==> src/rtl/ama_riscv_fetch_pkg.sv <==
// Shared fetch-stage encodings: next-PC selects, the NOP bubble and the default reset vector.
// Imported by the PC generator, the fetch top and the decoder.
package ama_riscv_fetch_pkg;

   typedef enum logic [1:0] {
      PC_SEL_INC4       = 2'd0,
      PC_SEL_ALU        = 2'd1,
      PC_SEL_BP         = 2'd2,  // reserved, behaves as INC4
      PC_SEL_START_ADDR = 2'd3
   } pc_sel_t;

   localparam logic [31:0] NOP                  = 32'h0000_0013;  // addi x0, x0, 0
   localparam logic [31:0] RESET_VECTOR_DEFAULT = 32'h0000_0000;

   function automatic logic is_misaligned(input logic [1:0] low_bits);
      return low_bits != 2'b00;
   endfunction

endpackage

==> src/rtl/ama_riscv_pc_gen.sv <==
// Program counter: next-PC mux, PC register and the IMEM word address.
// The address looks ahead to pc_next so the synchronous IMEM read lands aligned with pc.
module ama_riscv_pc_gen
   import ama_riscv_fetch_pkg::*;
#(
   parameter logic [31:0] RESET_VECTOR = RESET_VECTOR_DEFAULT,
   parameter int          IMEM_AW      = 14
) (
   input  logic               clk,
   input  logic               rst,
   input  logic [1:0]         pc_sel,
   input  logic               pc_we,
   input  logic [29:0]        alu_tgt,
   output logic [31:0]        pc,
   output logic [IMEM_AW-1:0] imem_addr
);

   pc_sel_t     sel;
   logic [31:0] pc_next;

   assign sel = pc_sel_t'(pc_sel);

   // NOTE: every path assigns pc_next, so the default arm keeps this mux latch-free.
   always_comb begin
      pc_next = pc + 32'd4;
      case (sel)
         PC_SEL_ALU:        pc_next = {alu_tgt, 2'b00};
         PC_SEL_START_ADDR: pc_next = RESET_VECTOR;
         default:           pc_next = pc + 32'd4;
      endcase
   end

   // NOTE: state registers use non-blocking assignments so all flops update together.
   always_ff @(posedge clk) begin
      if (rst)        pc <= RESET_VECTOR;
      else if (pc_we) pc <= pc_next;
   end

   assign imem_addr = pc_we ? pc_next[IMEM_AW+1:2] : pc[IMEM_AW+1:2];

endmodule

==> src/rtl/ama_riscv_fetch.sv <==
// Instruction fetch stage: drives IMEM, inserts NOP bubbles on reset/stall/clear,
// flags the first misaligned control-flow target and counts delivered instructions.
module ama_riscv_fetch
   import ama_riscv_fetch_pkg::*;
#(
   parameter logic [31:0] RESET_VECTOR = RESET_VECTOR_DEFAULT,
   parameter int          IMEM_AW      = 14
) (
   input  logic               clk,
   input  logic               rst,
   input  logic [1:0]         pc_sel,
   input  logic               pc_we,
   input  logic               stall_if,
   input  logic               clear_if,
   input  logic [31:0]        alu_out,
   input  logic [31:0]        imem_rdata,
   output logic               imem_en,
   output logic [IMEM_AW-1:0] imem_addr,
   output logic [31:0]        inst_id,
   output logic [31:0]        pc_id,
   output logic               inst_valid_id,
   output logic               misalign_err,
   output logic [31:0]        misalign_addr,
   output logic [31:0]        fetch_cnt
);

   logic [31:0] pc;
   logic        bubble_q;
   logic [31:0] fetch_cnt_q;
   logic        misalign_hit;

   ama_riscv_pc_gen #(
      .RESET_VECTOR (RESET_VECTOR),
      .IMEM_AW      (IMEM_AW)
   ) u_pc_gen (
      .clk       (clk),
      .rst       (rst),
      .pc_sel    (pc_sel),
      .pc_we     (pc_we),
      .alu_tgt   (alu_out[31:2]),
      .pc        (pc),
      .imem_addr (imem_addr)
   );

   assign imem_en = !rst;

   // The slot after reset, stall or flush carries a NOP instead of the IMEM word.
   always_ff @(posedge clk) begin
      if (rst) bubble_q <= 1'b1;
      else     bubble_q <= stall_if | clear_if;
   end

   assign inst_id       = bubble_q ? NOP : imem_rdata;
   assign inst_valid_id = !bubble_q;
   assign pc_id         = pc;

   // Only a committed jump/branch is checked; fetch itself proceeds at the aligned target.
   assign misalign_hit = pc_we && (pc_sel == PC_SEL_ALU) && is_misaligned(alu_out[1:0]);

   always_ff @(posedge clk) begin
      if (rst) begin
         misalign_err  <= 1'b0;
         misalign_addr <= 32'd0;
      end else if (misalign_hit && !misalign_err) begin
         misalign_err  <= 1'b1;
         misalign_addr <= alu_out;
      end
   end

   always_ff @(posedge clk) begin
      if (rst)                fetch_cnt_q <= 32'd0;
      else if (inst_valid_id) fetch_cnt_q <= fetch_cnt_q + 32'd1;
   end

   assign fetch_cnt = fetch_cnt_q;

endmodule

==> config.mk <==
export PLATFORM = sky130hd
export DESIGN_NAME = ama_riscv_fetch
export DESIGN_NICKNAME = d
export VERILOG_FILES = /design/src/rtl/ama_riscv_fetch_pkg.sv /design/src/rtl/ama_riscv_pc_gen.sv /design/src/rtl/ama_riscv_fetch.sv
export SDC_FILE = /design/constraint.sdc
export NUM_CORES = 1
export LEC_CHECK = 0
export CAP_MARGIN = 5
export CORE_ASPECT_RATIO = 1.4
export CORE_UTILIZATION = 45
export CTS_BUF_LIST = sky130_fd_sc_hd__clkbuf_16
export DETAILED_ROUTE_END_ITERATION = 16
export PLACE_DENSITY = 0.86
export SLEW_MARGIN = 20
export SYNTH_ARGS = -nofsm -noshare
export SYNTH_HDL_FRONTEND = slang
export SYNTH_SLANG_ARGS = --single-unit
==> constraint.sdc <==
create_clock -name clk -period 3.2 [get_ports clk]
set_input_delay 0.32 -clock clk [delete_from_list [all_inputs] [get_ports clk]]
set_output_delay 0.32 -clock clk [all_outputs]
set_load 0.05 [all_outputs]
### Yosys cells after proc, flatten, opt, wreduce, memory -nomap -nowiden

Index checks and enable logic that the tools add are counted.

* input port bits: 71
* output and inout bits: 145
* flip-flop bits (word level): 98
* logic and storage cells: 20

* reduce and logical (&&, ||, !) cells: 7
* multiplexer cells: 3
* $add $sub $neg: 2
* bitwise gates (word level): 1
* equal/unequal tests: 2

Operators with widths (count)
* case mux 32 bit (2 select lines): 1
* adder 32 x 1 -> 32 bit (second input constant): 1
* adder 32 x 3 -> 32 bit (second input constant): 1
* 2-to-1 mux 32 bit: 1
* 2-to-1 mux 14 bit: 1
* logical AND 1 bit: 3
* logical NOT 1 bit: 3
* equality test 2 x 1 -> 1 bit (second input constant): 1
* equality test 2 bit (second input constant): 1
* nonzero test 2 bit: 1
* OR 1 bit: 1

### Logic depth before layout (Yosys ltp)

* word-level depth: 4
* gate-level depth with buffers: 8
* mapped depth without buffers: 6

### Cells and area by module

Synthesis repeated with hierarchy kept, for this count alone.

* cell total of the unflattened synthesis: 624
* area, all modules: 4928.5 sq um

Modules (own cells, without submodules)
* ama_riscv_fetch: sequential area each 1321.3 sq um, cells each 355, area each 2886.5 sq um, times used 1
* ama_riscv_pc_gen: sequential area each 600.6 sq um, cells each 269, area each 2042.0 sq um, times used 1

### Least setup slack after synthesis

Ideal clock, no wire load.

* path type: flip-flop to output port
* from: register u_pc_gen.pc[8]
* to: output port imem_addr[13]
* required time: 2.880 ns
* setup slack: 0.132 ns
* arrival: 2.748 ns
* stages on the path, launching flop included: 6
* path buffers: 1
* cells stage by stage: dfxtp_1 > buf_2 > and4_1 > and4_1 > a311oi_1 > nor3b_1

* cells in the longest elaborated chain, start to end: 3

RTL lines
* start, declared: line ama_riscv_pc_gen.sv:14 `output logic [31:0] pc,`
* start signal, assigned: line ama_riscv_pc_gen.sv:36 `else if (pc_we) pc <= pc_next;`
* adder 32 x 3 -> 32 bit: line ama_riscv_pc_gen.sv:29 `default: pc_next = pc + 32'd4;`
* case mux 32 bit (2 select lines): line ama_riscv_pc_gen.sv:26 `case (sel)`
* 2-to-1 mux 14 bit: line ama_riscv_pc_gen.sv:39 `assign imem_addr = pc_we ? pc_next[IMEM_AW+1:2] : pc[IMEM_AW+1:2];`
* end, declared: line ama_riscv_fetch.sv:18 `output logic [IMEM_AW-1:0] imem_addr,`

Every way passes these cells.

### Worst setup path after layout

Ends and elaborated chain as after synthesis.

==> key figures <==
Status
  – Status: finished clean

Clocking
  – Clock Pin Slew Worst Setup and Hold Paths: ~0.070 ns
  – Clock sink count: 96
  – Hold buffer count at CTS: 0
  – TritonCTS clock tree: done
  – H-tree depth: 3
  – Clk_lat worst skew: 0.34 ns
  – # Post-CTS Setup Buffers: 0
  – Clock root buffer: clkbuf_16
  – CTS buffer count: 9
  – Worst-case clock buffer depth: 2
  – Post-cts repair resize count: 0

Final layout
  – Area grow syn2layout: 55.3%
  – Layout cell share with drive strength beyond 1: 0.0634
  – # nets final: 890
  – Fillers: 821
  – N_diodes: 0

STA
  – Final setup TNS: 0 ns
  – Slew @ Worst Pin: 0.895 ns
  – Slew HR: 0.403
  – Final setup fails: 0
  – Tmin final: 2.86 ns
  – WHS: between 0.4 and 0.5 ns
  – Clock skew: about 0.007 ns
  – Final period util: 0.895
  – Fin. Hold Viols: 0
  – FMAX: 0.349 GHz
  – Slew Limit Fails: 0
  – Unrepaired setup endpoints after global routing: no

Drt
  – Drt wl/cell: 17.6 µm
  – Remaining DRCs: 0
  – Wirelength, routed: between 15000 and 20000 µm
  – Vias per cell: between 5 and 6
  – Vias: about 5500
  – 1st-pass router iterations: 5
  – Post-route ant nets: 0
  – Drt first-iter violations: between 300 and 400

Yosys
  – Unique cell type count in the Yosys netlist: 52
  – Synth top cells by count: 96 x dfxtp_1, 91 x nand2_1, 67 x a21oi_1, 49 x nor2_1, 35 x nor2b_1
  – Synthesized area: between 4000 and 5000 µm²
  – Yosys top cell by area: dfxtp_1
  – #FFs+latches synth: 96
  – Mapped Cells: between 600 and 700
  – Count leader, synth: dfxtp_1
  – Top area cells in the synthesized netlist: dfxtp_1 40%, nand2_1 7.1%, a21oi_1 7.0%, nor2b_1 4.6%, xnor2_1 4.4%
  – Yosys warns: 0
  – Asr flop ratio synth: 0
  – Avg Cell Area, Syn: around 7.7 µm²
  – Primary FF master, synth: dfxtp_1
  – Seq/Total Area, Yosys: 0.401
  – EDFF count, synth: 0
  – Yosys top cell area share: 0.401

Floorplan
  – Initial Util: 0.463
  – Die Ht: 124 µm
  – Chip width: around 89 µm
  – Core Area: 10300 µm²
  – DIE AREA: about 11000 µm²
  – IO Pins: 216
  – Core Rows: 44

Placed design
  – Detailed Place HPWL: around 12000 µm
  – Routability cong.: between 0.9 and 1
  – Port bufs: around 210

Worst setup path
  – Worst Path Required: approximately 2.9 ns
  – R2r setup slk: approximately 0.84 ns
  – Worst setup SP type: register
  – Critical-path maximum fanout: 10
  – WS Path Type: reg2out
  – Critical Path AT: 2.54 ns
  – Worst Setup End Kind: output pin

Global routing
  – Initial antenna violation count: 0
  – Largest net degree at the start of global routing: 87
  – Vias in the first global route: about 5100
  – Total GRT Usage: 0.299
  – GR Overflow Total: 0
  – First-pass GRT wire length: between 20000 and 30000 µm

Power and ir drop
  – Static leakage: 2.57 nW
  – PD cells: 396 nW/µm²
  – Worst vdd ir: roughly 0.00038 V

Job
  – Max-cap violations: 0

Min path
  – Hold/Removal Path Class: reg2reg
area by class of cell:
cell class | instances | area, µm² | area share
Clock buffer | 9 | 225 | 0.0303
Timing Repair Buffer | 224 | 2350 | 0.316
Sequential cell | 96 | 1920 | 0.258
Inverter | 15 | 56.3 | 0.00757
Clock inverter | 5 | 63.8 | 0.00858
Tap cell | 138 | 173 | 0.0232
Multi-Input combinational cell | 471 | 2650 | 0.356
cells by family (layout without fill, tap and decap cells):
group / Yosys count / after routing / share of synthesized area
simple gates: 307 / 307 / 0.330
compound gates: 128 / 128 / 0.155
flops: 96 / 96 / 0.401
buf+inv: 57 / 253 / 0.0481
xor+xnor: 30 / 30 / 0.0549
fa+ha+maj: 2 / 2 / 0.00522
mux: 2 / 2 / 0.00444
other cells: 1 / 2 / 0.000783
worst paths after layout:
path	endpoint	cells after the start	start
worst max-delay path	imem_addr[13]	5	u_pc_gen.pc[8]
worst min-delay path	misalign_addr[4]	2	misalign_addr[4]
worst max register to register	u_pc_gen.pc[29]	5	u_pc_gen.pc[8]
worst min register to register	misalign_addr[4]	2	misalign_addr[4]
registers in the layout, indices dropped and copies added (netlist names):
register       cells
misalign_addr     32
bubble_q           1
u_pc_gen.pc       30
misalign_err       1
fetch_cnt         32
metal layers:
| layer | track usage | wire length, µm |
|---|---|---|
| met5 | 0 | 0 |
| met4 | 0.125 | 561 |
| met3 | 0.0716 | 1440 |
| met2 | 0.554 | 8910 |
| met1 | 0.317 | 5900 |
worst max-delay path, cell delays in order (launching register included):
cell      delay [ns]
dfxtp_1         0.55
and4_1          0.42
and4_1          0.45
a311oi_1        0.15
nor3b_1         0.43
buf_12          0.20
report_power, final:
part	internal (mW)	leakage (nW)	switching (mW)
registers	1.22	0.778	0.0395
logic	0.248	1.66	0.360
clock network	0.606	0.139	0.468
per-stage QoR:
step | cells | util | worst slack (ns) | cell area (µm²) | power [mW]
final | 958 | 0.718 | 0.337 | 7440 | 2.95
after global routing | 958 | 0.718 | 0.192 | 7440 | 3.03
after CTS | 958 | 0.718 | 0.425 | 7440 | 2.95
after detailed placement | 944 | 0.691 | 0.519 | 7150 | 1.89
after global placement | 944 | 0.691 | 0.644 | 7150 | 1.88
after floorplan | 624 | - | 0.132 | 4790 | 1.61
layout by cell type (no fill, tap or decap), drive strengths merged, types with 15 or more instances in the layout:
cell,instances
buf,26
nor2,49
inv,18
nor2b,35
and3,15
nand2,91
nand4,17
clkdlybuf4s50,198
a21oi,67
nand3,28
xnor2,24
dfxtp,96
nor4,19
o21ai,20
Note: power is estimated with default switching activity, not from simulation.
